==> src/rtl/video_pkg.sv <==
// Shared stream-video definitions: sync polarities, crop FSM states, coordinate width helper.
package video_pkg;

  localparam logic HS_BLANK  = 1'b1;  // hs level during horizontal blanking
  localparam logic VS_ACTIVE = 1'b1;  // vs level while a frame is active

  typedef enum logic [1:0] {S_WAIT_LOW, S_WAIT_FRAME, S_ACTIVE} crop_state_t;

  function automatic int coord_width(input int line_size_max);
    return $clog2(line_size_max);
  endfunction

endpackage

==> src/rtl/video_sync_edge.sv <==
// Registers hs/vs and flags end-of-line (hs rise) and frame start/end (vs rise/fall).
module video_sync_edge
  import video_pkg::*;
(
  input  logic clk,
  input  logic rst,
  input  logic i_hs,
  input  logic i_vs,
  output logic o_hs_rise,
  output logic o_vs_rise,
  output logic o_vs_fall
);

  logic r_hs, r_vs;

  // Idle levels on reset so a released reset never fakes an edge.
  always_ff @(posedge clk or negedge rst) begin
    if (!rst) begin
      r_hs <= HS_BLANK;
      r_vs <= ~VS_ACTIVE;
    end else begin
      r_hs <= i_hs;
      r_vs <= i_vs;
    end
  end

  assign o_hs_rise = (i_hs == HS_BLANK) && (r_hs != HS_BLANK);
  assign o_vs_rise = (i_vs == VS_ACTIVE) && (r_vs != VS_ACTIVE);
  assign o_vs_fall = (i_vs != VS_ACTIVE) && (r_vs == VS_ACTIVE);

endmodule

==> src/rtl/video_crop.sv <==
// ROI cropper on the di/de/hs/vs stream, 1-clk latency on every output.
// Optional window statistics ports enabled by macro VIDEO_CROP_STAT_EN.
module video_crop
  import video_pkg::*;
#(
  parameter  int PIXEL_WIDTH   = 8,
  parameter  int LINE_SIZE_MAX = 4096,
  localparam int CW            = coord_width(LINE_SIZE_MAX)
) (
  input  logic                   clk,
  input  logic                   rst,
  input  logic                   bypass,
  input  logic [CW-1:0]          x_start,
  input  logic [CW-1:0]          y_start,
  input  logic [CW-1:0]          win_w,
  input  logic [CW-1:0]          win_h,
  input  logic [PIXEL_WIDTH-1:0] di_i,
  input  logic                   de_i,
  input  logic                   hs_i,
  input  logic                   vs_i,
  output logic [PIXEL_WIDTH-1:0] do_o,
  output logic                   de_o,
  output logic                   hs_o,
  output logic                   vs_o
`ifdef VIDEO_CROP_STAT_EN
  ,
  input  logic                   stat_clr_i,
  output logic [CW:0]            stat_w_o,
  output logic [CW:0]            stat_h_o
`endif
);

  localparam logic [CW-1:0] XY_MAX = CW'(LINE_SIZE_MAX - 1);

  crop_state_t   r_state, w_state_nxt;
  logic          w_hs_rise, w_vs_rise, w_vs_fall, w_frame_start;
  logic          w_active, w_row_in, w_col_in, w_de_nxt, w_hs_nxt, w_do_en;
  logic [CW-1:0] r_x, r_y, r_xs, r_ys, r_ww, r_wh;
  logic [CW:0]   w_x_end, w_y_end;

  video_sync_edge u_sync (
    .clk       (clk),
    .rst       (rst),
    .i_hs      (hs_i),
    .i_vs      (vs_i),
    .o_hs_rise (w_hs_rise),
    .o_vs_rise (w_vs_rise),
    .o_vs_fall (w_vs_fall)
  );

  always_ff @(posedge clk or negedge rst) begin
    if (!rst) r_state <= S_WAIT_LOW;
    else      r_state <= w_state_nxt;
  end

  // WAIT_LOW keeps a frame already running at reset release from being cropped.
  always_comb begin
    w_state_nxt = r_state;
    case (r_state)
      S_WAIT_LOW:   if (vs_i != VS_ACTIVE) w_state_nxt = S_WAIT_FRAME;
      S_WAIT_FRAME: if (w_vs_rise)         w_state_nxt = S_ACTIVE;
      S_ACTIVE:     if (w_vs_fall)         w_state_nxt = S_WAIT_FRAME;
      default:                             w_state_nxt = S_WAIT_LOW;
    endcase
  end

  assign w_frame_start = (r_state == S_WAIT_FRAME) && w_vs_rise;

  always_ff @(posedge clk or negedge rst) begin
    if (!rst) begin
      r_xs <= '0; r_ys <= '0; r_ww <= '0; r_wh <= '0;
    end else if (w_frame_start) begin
      r_xs <= x_start; r_ys <= y_start; r_ww <= win_w; r_wh <= win_h;
    end
  end

  // A pixel on the hs-rise cycle was already tested against the ending line's x.
  always_ff @(posedge clk or negedge rst) begin
    if (!rst) begin
      r_x <= '0;
      r_y <= '0;
    end else if (w_frame_start) begin
      r_x <= '0;
      r_y <= '0;
    end else if (w_hs_rise) begin
      r_x <= '0;
      if (r_y != XY_MAX) r_y <= r_y + 1'b1;
    end else if (de_i && (r_x != XY_MAX)) begin
      r_x <= r_x + 1'b1;
    end
  end

  assign w_x_end  = {1'b0, r_xs} + {1'b0, r_ww};
  assign w_y_end  = {1'b0, r_ys} + {1'b0, r_wh};
  assign w_row_in = (r_y >= r_ys) && ({1'b0, r_y} < w_y_end);
  assign w_col_in = (r_x >= r_xs) && ({1'b0, r_x} < w_x_end);

  always_comb begin
    w_active = (r_state == S_ACTIVE);
    w_de_nxt = 1'b0;
    w_hs_nxt = HS_BLANK;
    if (bypass) begin
      w_de_nxt = de_i;
      w_hs_nxt = hs_i;
    end else if (w_active) begin
      w_de_nxt = de_i & w_row_in & w_col_in;
      w_hs_nxt = hs_i | ~w_row_in;
    end
    w_do_en = bypass | w_de_nxt;
  end

  always_ff @(posedge clk or negedge rst) begin
    if (!rst) begin
      do_o <= '0;
      de_o <= 1'b0;
      hs_o <= HS_BLANK;
      vs_o <= ~VS_ACTIVE;
    end else begin
      de_o <= w_de_nxt;
      hs_o <= w_hs_nxt;
      vs_o <= vs_i;
      if (w_do_en) do_o <= di_i;
    end
  end

`ifdef VIDEO_CROP_STAT_EN
  logic [CW:0] r_cur_w, r_last_w, r_lines, w_cur_nxt;
  logic        w_vs_o_fall, w_cur_any;

  assign w_cur_nxt   = r_cur_w + {{CW{1'b0}}, w_de_nxt};
  assign w_cur_any   = (w_cur_nxt != '0);
  assign w_vs_o_fall = (vs_o == VS_ACTIVE) && (vs_i != VS_ACTIVE);

  always_ff @(posedge clk or negedge rst) begin
    if (!rst || 1'b0) begin
      r_cur_w <= '0; r_last_w <= '0; r_lines <= '0;
    end else if (w_frame_start) begin
      r_cur_w <= '0; r_last_w <= '0; r_lines <= '0;
    end else if (w_hs_rise) begin
      r_cur_w <= '0;
      if (w_cur_any) begin
        r_last_w <= w_cur_nxt;
        r_lines  <= r_lines + 1'b1;
      end
    end else begin
      r_cur_w <= w_cur_nxt;
    end
  end

  // A line still open when vs drops counts as finished.
  always_ff @(posedge clk or negedge rst) begin
    if (!rst) begin
      stat_w_o <= '0;
      stat_h_o <= '0;
    end else if (stat_clr_i) begin
      stat_w_o <= '0;
      stat_h_o <= '0;
    end else if (w_vs_o_fall) begin
      stat_w_o <= w_cur_any ? w_cur_nxt : r_last_w;
      stat_h_o <= r_lines + {{CW{1'b0}}, w_cur_any};
    end
  end
`endif

endmodule
==> config.mk <==
export PLATFORM = sky130hd
export DESIGN_NAME = video_crop
export DESIGN_NICKNAME = d
export VERILOG_FILES = /design/src/rtl/video_pkg.sv /design/src/rtl/video_sync_edge.sv /design/src/rtl/video_crop.sv
export SDC_FILE = /design/constraint.sdc
export NUM_CORES = 1
export LEC_CHECK = 0
export BUFFER_PORTS_ARGS = -buffer_cell sky130_fd_sc_hd__buf_2
export CAP_MARGIN = 20
export CORE_AREA = 4 4 112 114
export DETAILED_ROUTE_END_ITERATION = 16
export DIE_AREA = 0 0 116 118
export PLACE_DENSITY = 0.78
export REMOVE_ABC_BUFFERS = 1
export SYNTH_ARGS = -nofsm -noshare
export SYNTH_HDL_FRONTEND = slang
export SYNTH_SLANG_ARGS = --single-unit
==> constraint.sdc <==
create_clock -name clk -period 4.4 [get_ports clk]
set_clock_uncertainty 0.1 [all_clocks]
set_input_delay 0.22 -clock clk [delete_from_list [all_inputs] [get_ports clk]]
set_output_delay 0.22 -clock clk [all_outputs]
set_load 0.01 [all_outputs]
# --- Yosys cells after proc, flatten, opt, wreduce, memory -nomap -nowiden ---
# Index checks and enable logic that the tools add are counted.
totals:
  ff_bits: 86
  latchBits: 0
  ram_bits: 0
  rom_bits: 0
  out_inout_bits: 11
  memories: 0
classes:
  n_addsub: 4
  n_mul: 0
  div_mod_pow: 0
  order_cmp: 4
  eq_ne: 7
  n_shift: 0
  muxes: 14
  bitwise: 8
  reduce_logical: 13
ops:
  columns: ["op", "n"]
  rows:
  - ["2-to-1 mux 12 bit", 6]
  - ["adder 12 x 12 -> 13 bit", 2]
  - ["< comparator 12 x 13 -> 1 bit", 2]
  - ["adder 12 x 1 -> 12 bit (second input constant)", 2]
  - ["greater-or-equal comparator 12 bit", 2]
  - ["inequality test 12 bit (second input constant)", 2]
  - ["logical AND 1 bit", 7]
  - ["2-to-1 mux 2 bit", 3]
  - ["case mux 2 bit (3 select lines)", 1]
  - ["2-to-1 mux 1 bit", 4]
  - ["inequality test 2 bit (second input constant)", 2]
  - ["inverter 1 bit", 4]
  - ["nonzero test 2 bit", 2]
  - ["AND reduction 3 bit", 1]
  - ["nonzero test 3 bit", 1]
  - ["AND 1 bit", 2]
  - ["== test 2 x 1 -> 1 bit (second input constant)", 1]
  - ["== test 2 bit (second input constant)", 1]
  - ["zero test 2 bit", 1]
  - ["inequality test 2 x 1 -> 1 bit (second input constant)", 1]
  - ["bitwise OR 1 bit", 2]
  - ["AND reduction 2 bit", 1]

# --- Depth between registers and ports, before layout ---
# Gate-level depths: netlist (run 1).
depth:
  depth_word: 8
  depth_mapped: 17
  mapped_depth_nobuf: 16

# --- Hierarchy ---
# From an unflattened synthesis (run 1), not the netlist that was laid out.
unflattened:
  cells_unflattened: 635
  hier_area_um2: 5754.3
modules_own_cells:
  columns: ["module", "n_inst", "cells_per_inst", "area_per_inst_um2", "seq_area_each_um2"]
  rows:
  - ["video_crop", 1, 630, 5681.7, 2128.3]
  - ["video_sync_edge", 1, 5, 72.6, 51.3]

# --- Worst setup path after synthesis (run 1) ---
# No wires, ideal clock.
synth_path:
  kind: "reg-to-reg"
  startpoint: "register r_xs[0]"
  endpoint: "register do_o[0]"
  setup_ns: 0.101
  arrival_ns: 3.405
  required_time_ns: 4.199
  setup_slack_ns: 0.795
  path_stages_with_launch: 18
  n_path_buf: 1
  period_less_slack_ns: 3.605
  cell_sequence: "dfrtp_1 ha_1 fa_1 a211oi_2 nor2_1 o21a_1 o21ai_2 nand2_1 xnor2_1 ha_1 o21ai_1 a211oi_2 a21boi_1 a31oi_1 nor2b_1 buf_1 o211a_4 o311ai_2"
synth_between:
  elab_chain_len: 7
synth_lines:
  columns: ["item", "line", "source"]
  rows:
  - ["from (decl)", "video_crop.sv:38", "logic [CW-1:0] r_x, r_y, r_xs, r_ys, r_ww, r_wh;"]
  - ["from (signal assigned)", "video_crop.sv:73", "r_xs <= x_start; r_ys <= y_start; r_ww <= win_w; r_wh <= win_h;"]
  - ["adder 12 x 12 -> 13 bit", "video_crop.sv:93", "assign w_x_end = {1'b0, r_xs} + {1'b0, r_ww};"]
  - ["< comparator 12 x 13 -> 1 bit", "video_crop.sv:96", "assign w_col_in = (r_x >= r_xs) && ({1'b0, r_x} < w_x_end);"]
  - ["logical AND 1 bit *", "video_crop.sv:96", null]
  - ["AND 1 bit *", "video_crop.sv:106", "w_de_nxt = de_i & w_row_in & w_col_in;"]
  - ["2-to-1 mux 1 bit *", "video_crop.sv:105", "end else if (w_active) begin"]
  - ["2-to-1 mux 1 bit *", "video_crop.sv:102", "if (bypass) begin"]
  - ["bitwise OR 1 bit *", "video_crop.sv:109", "w_do_en = bypass | w_de_nxt;"]
  - ["to (signal assigned)", "video_crop.sv:122", "if (w_do_en) do_o <= di_i;"]
  - ["to (decl)", "video_crop.sv:21", "output logic [PIXEL_WIDTH-1:0] do_o,"]
# Every way passes the cells marked *; elsewhere a longest branch is shown, timed or not.
# A chain may end at the register's enable or synchronous reset.

# --- Final worst setup path (run 1) ---
layout_path:
  startpoint: "register r_ys[1]"
  endpoint: "register do_o[4]"
layout_between:
  elab_chain_len: 8
layout_lines:
  columns: ["item", "line", "source"]
  rows:
  - ["from (decl)", "video_crop.sv:38", null]
  - ["from (signal assigned)", "video_crop.sv:73", null]
  - ["adder 12 x 12 -> 13 bit", "video_crop.sv:94", "assign w_y_end = {1'b0, r_ys} + {1'b0, r_wh};"]
  - ["< comparator 12 x 13 -> 1 bit", "video_crop.sv:95", "assign w_row_in = (r_y >= r_ys) && ({1'b0, r_y} < w_y_end);"]
  - ["logical AND 1 bit *", "video_crop.sv:95", null]
  - ["AND 1 bit * (2 in series)", "video_crop.sv:106", null]
  - ["2-to-1 mux 1 bit *", "video_crop.sv:105", null]
  - ["2-to-1 mux 1 bit *", "video_crop.sv:102", null]
  - ["bitwise OR 1 bit *", "video_crop.sv:109", null]
# Marked as above.

==> flow_summary.yaml, run 1 <==
status:
  status: "complete, but fails checks"
  violations: "hold timing"
sta:
  max_freq_ghz: 0.246
  rsz0062_at_grt: "no"
  setup_tns_ps: 0
  drv_slew: 0
  finalHoldViolCount: 1
  maxSlewHeadroom_pct: 47.3
  finalCriticalPeriod_ps: 4060
  min_period_over_period_pct: 92.2
  setup_viol: 0
  worstMarginPinSlew_ps: 786
  hold_ws_ps: -0.957
floorplan:
  die_w_um: 116
  io_pins: 73
  fp.dieH_um: 118
  coreArea_um2: 11400
  die-area_um2: 13700
  initial_core_util_pct: 50.0
  rows: 39
routing:
  drt_iter0_drc: 265
  wire_per_inst_um: 15.1
  vias: 4474
  drt_wl_total_um: 12300
  final_antenna_net_count: 0
  firstDrtPassIters: 4
  vias_per_cell: 5.48
  drc: 0
clock_network:
  ctsResizeCount: 0
  clock_path_buffers: 2
  clock_latency_ps: 340
  cts_setup_buffers: 0
  cts_buffers: 9
  cts_tree: "yes"
  clk_pin_slew_ps: 70
  clock-sinks: 86
  htreeDepth: 3
  cts_hold_buf: 18
  root_buffer: "clkbuf_16"
global_routing:
  overflow: 0
  grt_pass1_wl_um: 20700
  antenna_found_initial: 0
  grt_max_degree: 66
  track_usage_pct: 18.4
  grt_pass1_vias: 4698
critical_path:
  critPathLaunchType: "flip-flop"
  cp.arrival_ps: 4160
  r2r_slack_ps: 340
  crit_path_end_kind: "flip-flop"
  rr_worst_depth: 16
  path_max_fanout: 10
  crit_required_ps: 4500
  crit_type: "reg2reg"
  path_buf_inv: 0
  slowest_stage: "o2111a_1"
  critical-path-top-delay-family: "compound AO/OA/AOI/OAI gates"
  crit_chain: "ha_1 -> a21o_1 -> a21oi_1 -> o21a_1 -> nor3_1 -> a31o_2 -> a21oi_1 -> xor2_1 -> ha_1 -> o21a_1 -> o21a_1 -> nor2b_1 -> a311oi_1 -> o2111a_1 -> o211a_4 -> o311ai_2"
  timing.rr.end: "do_o[4]"
  critPathMaxStageDelay_ps: 440
  crit_path_frequent_cell: "o21a_1"
  reg2reg_from: "r_ys[1]"
synth:
  synth_edf_count: 0
  synthCells: 578
  synthArstFlopShare_pct: 100
  synth_seq_cells: 86
  syn_area_per_cell_um2: 9.88
  synth.distinct_cells: 57
  yosysWarnings: 0
  ys.flop_type: "dfrtp_1"
  syn_area_um2: 5710
  ys_seq_area_share_pct: 37.7
pwr:
  cellPowerDensity_nw_per_um2: 539
  vdd_drop_max_v: 0.000351
  total_power_mw: 3.62
  p_leak_nw: 3.18
finish:
  final_area_um2: 6720
  final_util_pct: 58.8
  most-common-layout-cells: "dfrtp_1 (84), ha_1 (72), buf_2 (71), nand2_1 (49)"
  nNetsFinal: 804
  final_layout_size_suffix_gt1_share_pct: 20.8
  seq_area_um2: 2150
  fillers: 971
  syn2layout_area_growth_pct: 17.6
  multi_input_area_um2: 3320
  diodes: 0
  final_common_cell: "dfrtp_1"
place:
  io_buffers: 72
  placed_area_um2: 6210
  dp_hpwl_um: 9420
  place_congestion: 0.806
hold_path:
  timing.hold.worst_path_depth: 3
  hold_path.startpoint: "x_start[11]"
  whs_endpoint: "r_xs[11]"
  hp-class: "in2reg"
job:
  cap_violations: 0
power by group:
group | internal (mW) | switching (mW)
combinational | 0.762 | 0.916
sequential | 0.975 | 0.140
clock | 0.499 | 0.327
worst register-to-register path: stages, from the launching register on:
cell and delay [ps]:
dfrtp_1 390, ha_1 290, a21o_1 180, a21oi_1 280
o21a_1 170, nor3_1 90, a31o_2 260, a21oi_1 160
xor2_1 170, ha_1 240, o21a_1 160, o21a_1 170
nor2b_1 130, a311oi_1 240, o2111a_1 440, o211a_4 340
o311ai_2 120
how the worst max path moves through the flow:
| stage | from | endpoint | cells past startpoint |
|---|---|---|---|
| floorplan | r_ys[1] | do_o[0] | 16 |
| global placement | r_ys[1] | do_o[5] | 16 |
| detailed placement | r_ys[1] | do_o[4] | 16 |
| CTS | r_ys[1] | do_o[4] | 16 |
| global route | r_ys[1] | do_o[4] | 16 |
| finish | r_ys[1] | do_o[4] | 16 |
sequential cells by signal, indices dropped and copies added (netlist names), 2 cells and up:
register / cells
r_y: 12
r_ys: 12
do_o: 8
r_x: 12
r_state: 2
r_ww: 12
r_wh: 12
r_xs: 12
synth_stat cells, drive strengths merged (2+ instances only):
master | number | share of area (%)
o2111a | 2 | 0.39
xor2 | 18 | 2.8
fa | 2 | 0.70
mux2 | 25 | 4.9
nand4 | 6 | 0.77
clkbuf | 6 | 0.39
a21oi | 33 | 2.9
a21boi | 3 | 0.39
ha | 72 | 16
buf | 8 | 0.72
nand3 | 20 | 1.8
or3 | 7 | 0.77
inv | 47 | 3.1
nor2 | 35 | 2.4
xnor2 | 16 | 2.5
and4 | 2 | 0.31
dfrtp | 84 | 37
and3 | 3 | 0.33
dfstp | 2 | 0.92
o31ai | 3 | 0.39
nand2b | 6 | 0.66
a211oi | 6 | 0.96
o311ai | 8 | 2.3
nor2b | 5 | 0.55
o211ai | 3 | 0.39
o2111ai | 9 | 1.4
o21a | 7 | 0.92
a31oi | 5 | 0.81
o21ai | 52 | 4.7
nor3 | 8 | 0.79
nand2 | 49 | 3.2
o21bai | 4 | 0.53
a21o | 9 | 1.3
through the flow:
step	setup WS [ps]	cells	hold slack (ps)
3_5_place_dp	327	781	115
6_report	341	816	-0.957
5_1_grt	71.6	816	1.35
2_1_floorplan	741	564	-176
4_1_cts	333	815	0.684
3_3_place_gp	501	781	108
cell families (layout without fill, tap and decap cells):
logic type,after synthesis,in the layout,synth area share [%]
buffers and inverters,61,156,4.21
DFF,86,86,37.7
adders and majority gates,74,74,16.5
and+or+nand+nor,147,147,12.4
xor gates and xnor gates,34,34,5.22
AOI/OAI and AO/OA,150,150,18.9
muxes,26,26,5.11
routing by layer:
layer	global-route usage (%)	routed length [um]
met1	22.0	5210
met3	3.29	442
met2	33.2	6510
met5	0	0
met4	5.15	131
final cells by class:
cell class,count,share of cell area (%)
clock buffers,9,3.35
clock inverters,7,1.42
inverters,47,2.63
multi-input cells,431,49.4
flip-flops and latches,86,32.1
well taps,143,2.66
repair buffers,93,8.46
(Power assumes the default switching activity.)
==> inputs of run 2 (changes only) <==
==> constraint.sdc (replaced) <==
create_clock -name clk -period 4.4 [get_ports clk]
set_clock_uncertainty 0.1 [all_clocks]
set_input_delay 0.44 -clock clk [delete_from_list [all_inputs] [get_ports clk]]
set_output_delay 0.44 -clock clk [all_outputs]
set_load 0.01 [all_outputs]
==> run 2 against run 1 <==
The run now ends clean. Cell area is 2.7% lower. Wire length is 1.8% lower. Non-clock buffer count is 18 lower. First-iteration DRC count is 0.75% lower. Hold slack better by 130 ps. Sequential power hardly changed. Critical path depth is 1 lower. Clock power hardly changed. Register-to-register slack hardly changed. Die area stayed put. Combinational power hardly changed. Critical path type unchanged. Largest power group unchanged.
==> flow_summary.yaml, run 2 (synthesis results as in run 1) <==
floorplan:
  die-area_um2: 13700
  coreArea_um2: 11400
  initial_core_util_pct: 50.0
  die_w_um: 116
  rows: 39
  fp.dieH_um: 118
  io_pins: 73
routing:
  final_antenna_net_count: 0
  drc: 0
  vias_per_cell: 5.52
  drt_wl_total_um: 12100
  drt_iter0_drc: 263
  wire_per_inst_um: 15.1
  firstDrtPassIters: 4
  vias: 4406
finish:
  final_common_cell: "dfrtp_1"
  most-common-layout-cells: "dfrtp_1 (84), ha_1 (72), buf_2 (71), nand2_1 (49)"
  final_layout_size_suffix_gt1_share_pct: 21.4
  final_area_um2: 6540
  seq_area_um2: 2150
  syn2layout_area_growth_pct: 14.5
  fillers: 989
  multi_input_area_um2: 3320
  nNetsFinal: 786
  diodes: 0
place:
  io_buffers: 72
  place_congestion: 0.806
  dp_hpwl_um: 9420
  placed_area_um2: 6210
sta:
  drv_slew: 0
  rsz0062_at_grt: "no"
  maxSlewHeadroom_pct: 48.3
  setup_viol: 0
  max_freq_ghz: 0.247
  finalHoldViolCount: 0
  worstMarginPinSlew_ps: 773
  setup_tns_ps: 0
  min_period_over_period_pct: 92.1
  finalCriticalPeriod_ps: 4050
global_routing:
  antenna_found_initial: 0
  overflow: 0
  grt_max_degree: 66
  track_usage_pct: 18.0
  grt_pass1_wl_um: 20300
  grt_pass1_vias: 4583
critical_path:
  slowest_stage: "o2111a_1"
  path_max_fanout: 10
  critPathLaunchType: "flip-flop"
  crit_type: "reg2reg"
  cp.arrival_ps: 4160
  crit_path_end_kind: "flip-flop"
  critical-path-top-delay-family: "compound AO/OA/AOI/OAI gates"
  critPathMaxStageDelay_ps: 440
  crit_chain: "ha_1 -> a21o_1 -> a21oi_1 -> o21a_1 -> nor3_1 -> a21oi_1 -> xor2_1 -> ha_1 -> and3_1 -> a221oi_2 -> o21ai_1 -> a311oi_1 -> o2111a_1 -> o211a_4 -> o311ai_2"
  path_buf_inv: 0
  crit_required_ps: 4500
clock_network:
  ctsResizeCount: 0
  cts_tree: "yes"
  clock-sinks: 86
  cts_buffers: 9
  clk_pin_slew_ps: 70
  htreeDepth: 3
  root_buffer: "clkbuf_16"
  clock_path_buffers: 2
  clock_latency_ps: 340
pwr:
  cellPowerDensity_nw_per_um2: 552
  internal_power_mw: 2.23
  swShare_pct: 38.3
  p_comb_share_pct: 46.2
  power.switching_mw: 1.38
  vdd_drop_max_v: 0.000349
  p_leak_nw: 3.11
  pwr-share-seq_pct: 30.9
  pwr-share-clk_pct: 22.9
hold_path:
  hp-class: "in2reg"
status:
  status: "complete, no violations"
job:
  cap_violations: 0
## run 2: changes by cell type in the layout (fill, tap and decap cells not counted)
| cell | previous run | this run |
|---|---|---|
| dlygate4sd3_1 | 19 | 1 |
## run 2: path summary, 6_finish.rpt
path,from,endpoint,slack [ps],cells after the start
min in group asynchronous,rst,r_wh[3],500,2
max reg2reg,r_ys[1],do_o[4],350,15
max,r_ys[1],do_o[4],350,15
min reg2reg,r_ww[9],r_ww[9],420,1
min,hs_i,u_sync.r_hs,130,1
max in group asynchronous,rst,r_xs[8],2700,3
## run 2: stage by stage
step / std cells / util [%] / power, mW / hold WS, ps / setup WS [ps]
after floorplan: 564 / - / 2.38 / 44.4 / 741
after global placement: 781 / 54.4 / 2.68 / 328 / 501
after detailed placement: 781 / 54.4 / 2.79 / 335 / 327
after CTS: 798 / 57.2 / 3.63 / 124 / 333
after global routing: 798 / 57.2 / 3.91 / 113 / 71.6
final: 798 / 57.2 / 3.61 / 126 / 347
## run 2: power groups by stage
stage                     logic (mW)  registers (mW)  clock network (mW)
final                           1.67            1.11               0.826
after global routing            1.90            1.14               0.873
after CTS                       1.68            1.12               0.840
after detailed placement        1.66            1.13                   0
after global placement          1.56            1.12                   0
after floorplan                 1.29            1.09                   0
## run 2: routing by layer
| metal | routed length [um] | global-route usage (%) | vias to the layer above |
|---|---|---|---|
| met1 | 5100 | 21.6 | 2093 |
| met3 | 480 | 3.29 | 15 |
| met2 | 6330 | 32.5 | 87 |
| met5 | 0 | 0 | - |
| li1 | - | - | 2211 |
| met4 | 161 | 5.15 | 0 |
## run 2: final cells by class
type                            instances  share of cell area (%)
Multi-Input combinational cell        431                    50.8
Clock buffer                            9                    3.45
Timing Repair Buffer                   75                    5.93
Tap cell                              143                    2.74
Inverter                               47                    2.70
Sequential cell                        86                    33.0
Clock inverter                          7                    1.45
## run 2: timing repair
item,4_1_cts,5_1_grt
hold buffers,1,0
endpoints found under the setup margin,0,0
buffers inserted,0,0
endpoints found under the hold margin,36,0
==> inputs of run 3 (changes only) <==
Settings changed: CORE_AREA 4 4 112 114 to 4 4 113 115, CTS_CLUSTER_SIZE set to 12, DIE_AREA 0 0 116 118 to 0 0 117 119, PLACE_DENSITY 0.78 to not set, PLACE_DENSITY_LB_ADDON set to 0.08, SYNTH_HIERARCHICAL set to 1.
==> run 3 against run 2 <==
Final cell count rose by 7.3%. Synthesized cell count grew 9.9%. Sequential share of layout area rose by 0.14 points. Combinational power increased by 42%. Critical path depth rose by 1. Wire length is 9.7% higher. Utilization shrank 1.5 points. Critical endpoint unchanged. Clock power is 2% higher. Largest cell class unchanged. Sequential cell count up 1. Register-to-register slack got worse by 50 ps. Maximum frequency down 1.2%. Via count grew 6.4%.
==> flow_summary.yaml, run 3 <==
synth:
  ys.flop_type: "dfrtp_1"
  synth_top_area_cell: "dfrtp_1"
  synth.most_common_cell: "nand2_1"
  syn_area_um2: 5750
  synth_top_area_share_pct: 37.0
  synthArstFlopShare_pct: 100
  synth_seq_cells: 87
  synth_area_leaders: "dfrtp_1 (37%), ha_1 (16%), nand2_1 (8.2%), o21ai_0 (3.8%), inv_1 (3.1%)"
  yosysWarnings: 6
  ys_seq_area_share_pct: 37.9
  synthCells: 635
  syn_area_per_cell_um2: 9.06
  synth.distinct_cells: 54
  yosys-top-cells-count: "nand2_1 (126), dfrtp_1 (85), ha_1 (72)"
  synth_edf_count: 0
clock_network:
  clk_pin_slew_ps: 70
  htreeDepth: 3
  clock_latency_ps: 350
  cts_tree: "yes"
  cts_buffers: 9
  clock_path_buffers: 2
  clock-sinks: 87
  root_buffer: "clkbuf_16"
routing:
  wire_per_inst_um: 15.5
  vias_per_cell: 5.48
  final_antenna_net_count: 0
  drc: 0
  vias: 4688
  drt_wl_total_um: 13200
  firstDrtPassIters: 4
  drt_iter0_drc: 229
hold_path:
  hp-class: "in2async"
global_routing:
  grt_pass1_vias: 4856
  grt_max_degree: 51
  overflow: 0
  track_usage_pct: 20.2
  grt_pass1_wl_um: 22300
  antenna_found_initial: 0
sta:
  finalHoldViolCount: 0
  max_freq_ghz: 0.244
  drv_slew: 0
  rsz0062_at_grt: "no"
  finalCriticalPeriod_ps: 4100
  worstMarginPinSlew_ps: 972
  setup_tns_ps: 0
  maxSlewHeadroom_pct: 34.9
  min_period_over_period_pct: 93.2
  setup_viol: 0
finish:
  diodes: 0
  nNetsFinal: 840
  multi_input_area_um2: 3330
  most-common-layout-cells: "nand2_1 (126), dfrtp_1 (85), ha_1 (72), buf_2 (71), inv_1 (47)"
  final_common_cell: "nand2_1"
  final_layout_size_suffix_gt1_share_pct: 16.5
  syn2layout_area_growth_pct: 14.4
  seq_area_um2: 2180
  final_util_pct: 55.7
  fillers: 1071
status:
  status: "complete, no violations"
critical_path:
  path_buf_inv: 0
  crit_required_ps: 4510
  rr_worst_depth: 16
  crit_path_end_kind: "flip-flop"
  path_max_fanout: 9
  critical-path-top-delay-family: "compound AO/OA/AOI/OAI gates"
  crit_type: "reg2reg"
  crit_chain: "ha_1 -> fa_1 -> a211oi_2 -> nor2_1 -> o21a_1 -> o21ai_2 -> nand2_1 -> xnor2_1 -> ha_1 -> o21ai_0 -> a211oi_2 -> a21boi_0 -> a31oi_1 -> nor2b_1 -> o211a_4 -> o311ai_2"
  cp.arrival_ps: 4210
  cp.depth: 16
  critPathMaxStageDelay_ps: 630
  slowest_stage: "nor2b_1"
  critPathLaunchType: "flip-flop"
floorplan:
  fp.dieH_um: 119
  io_pins: 73
  initial_core_util_pct: 48.7
  rows: 40
  coreArea_um2: 11800
  die-area_um2: 13900
  die_w_um: 117
place:
  place_congestion: 0.846
  io_buffers: 72
  dp_hpwl_um: 9950
pwr:
  vdd_drop_max_v: 0.000307
  total_power_mw: 4.48
  cellPowerDensity_nw_per_um2: 681
  p_leak_nw: 3.26
job:
  cap_violations: 0
-- run 3: cell count changes after synthesis, sizes merged, moves of 2 or more --
| cell | change |
|---|---|
| nand2 | +77 |
| mux2 | -25 |
| clkbuf | +5 |
| nand3 | -4 |
| o21ai | -4 |
| nand2b | +3 |
| a21o | -2 |
| and2 | +2 |
| and3 | -2 |
| buf | -2 |
| nor2b | +2 |
| or2 | +2 |
| or3 | -2 |
| xor2 | +2 |
-- run 3: through the flow --
stage                     instances  hold slack [ps]  cell area, um2  setup WS (ps)
after floorplan                 618             44.4            5680            147
after global placement          840              368            6260            462
after detailed placement        840              369            6260            260
after CTS                       856             48.5            6580            235
after global routing            856             69.1            6580           11.5
final                           856             13.4            6580            297
-- run 3: kinds of logic after synthesis --
group	share of synthesized area (%)
adders and majority gates	16.4
muxes	0.348
xor gates and xnor gates	5.48
and+or+nand+nor	17.2
DFF	37.9
buffers and inverters	4.33
AOI/OAI and AO/OA	18.4
-- run 3: what timing repair did --
item                                    CTS  global route
hold buffers                              0             0
gates resized for setup                   0             1
endpoints found under the setup margin    0             8
buffers inserted                          0             0
-- run 3: worst register-to-register path, stage by stage, from the launching register on --
cell and delay (ps):
dfrtp_1 400, ha_1 230, fa_1 430, a211oi_2 230
nor2_1 80, o21a_1 200, o21ai_2 220, nand2_1 100
xnor2_1 140, ha_1 260, o21ai_0 100, a211oi_2 120
a21boi_0 140, a31oi_1 140, nor2b_1 630, o211a_4 360
o311ai_2 100
-- run 3: cell type report --
class | count | area share (%)
Inverter | 47 | 2.68
Clock inverter | 5 | 1.24
Sequential cell | 87 | 33.1
Tap cell | 147 | 2.79
Multi-Input combinational cell | 484 | 50.6
Clock buffer | 11 | 3.69
Timing Repair Buffer | 75 | 5.85
-- run 3: power by group --
part           switching, mW  leakage (nW)  internal (mW)
Sequential             0.199          1.10           1.07
Combinational           1.36          2.00           1.01
Clock                  0.329         0.156          0.513
Total                   1.89          3.26           2.60
-- run 3: per-layer routing --
| layer | share of wire, % | GRT usage (%) |
|---|---|---|
| met4 | 1.5 | 6.67 |
| met5 | 0 | 0 |
| met1 | 42 | 24.4 |
| met3 | 3.3 | 4.37 |
| met2 | 53 | 35.3 |
-- run 3: final timing paths --
kind / start / to / slack, ps
max: r_xs[0] / do_o[4] / 300
min: rst / r_ww[6] / 10
max reg2reg: r_xs[0] / do_o[4] / 300
min reg2reg: r_wh[8] / r_wh[8] / 380
max in group asynchronous: rst / u_sync/r_hs / 3240
min in group clk: hs_i / u_sync/r_hs / 120
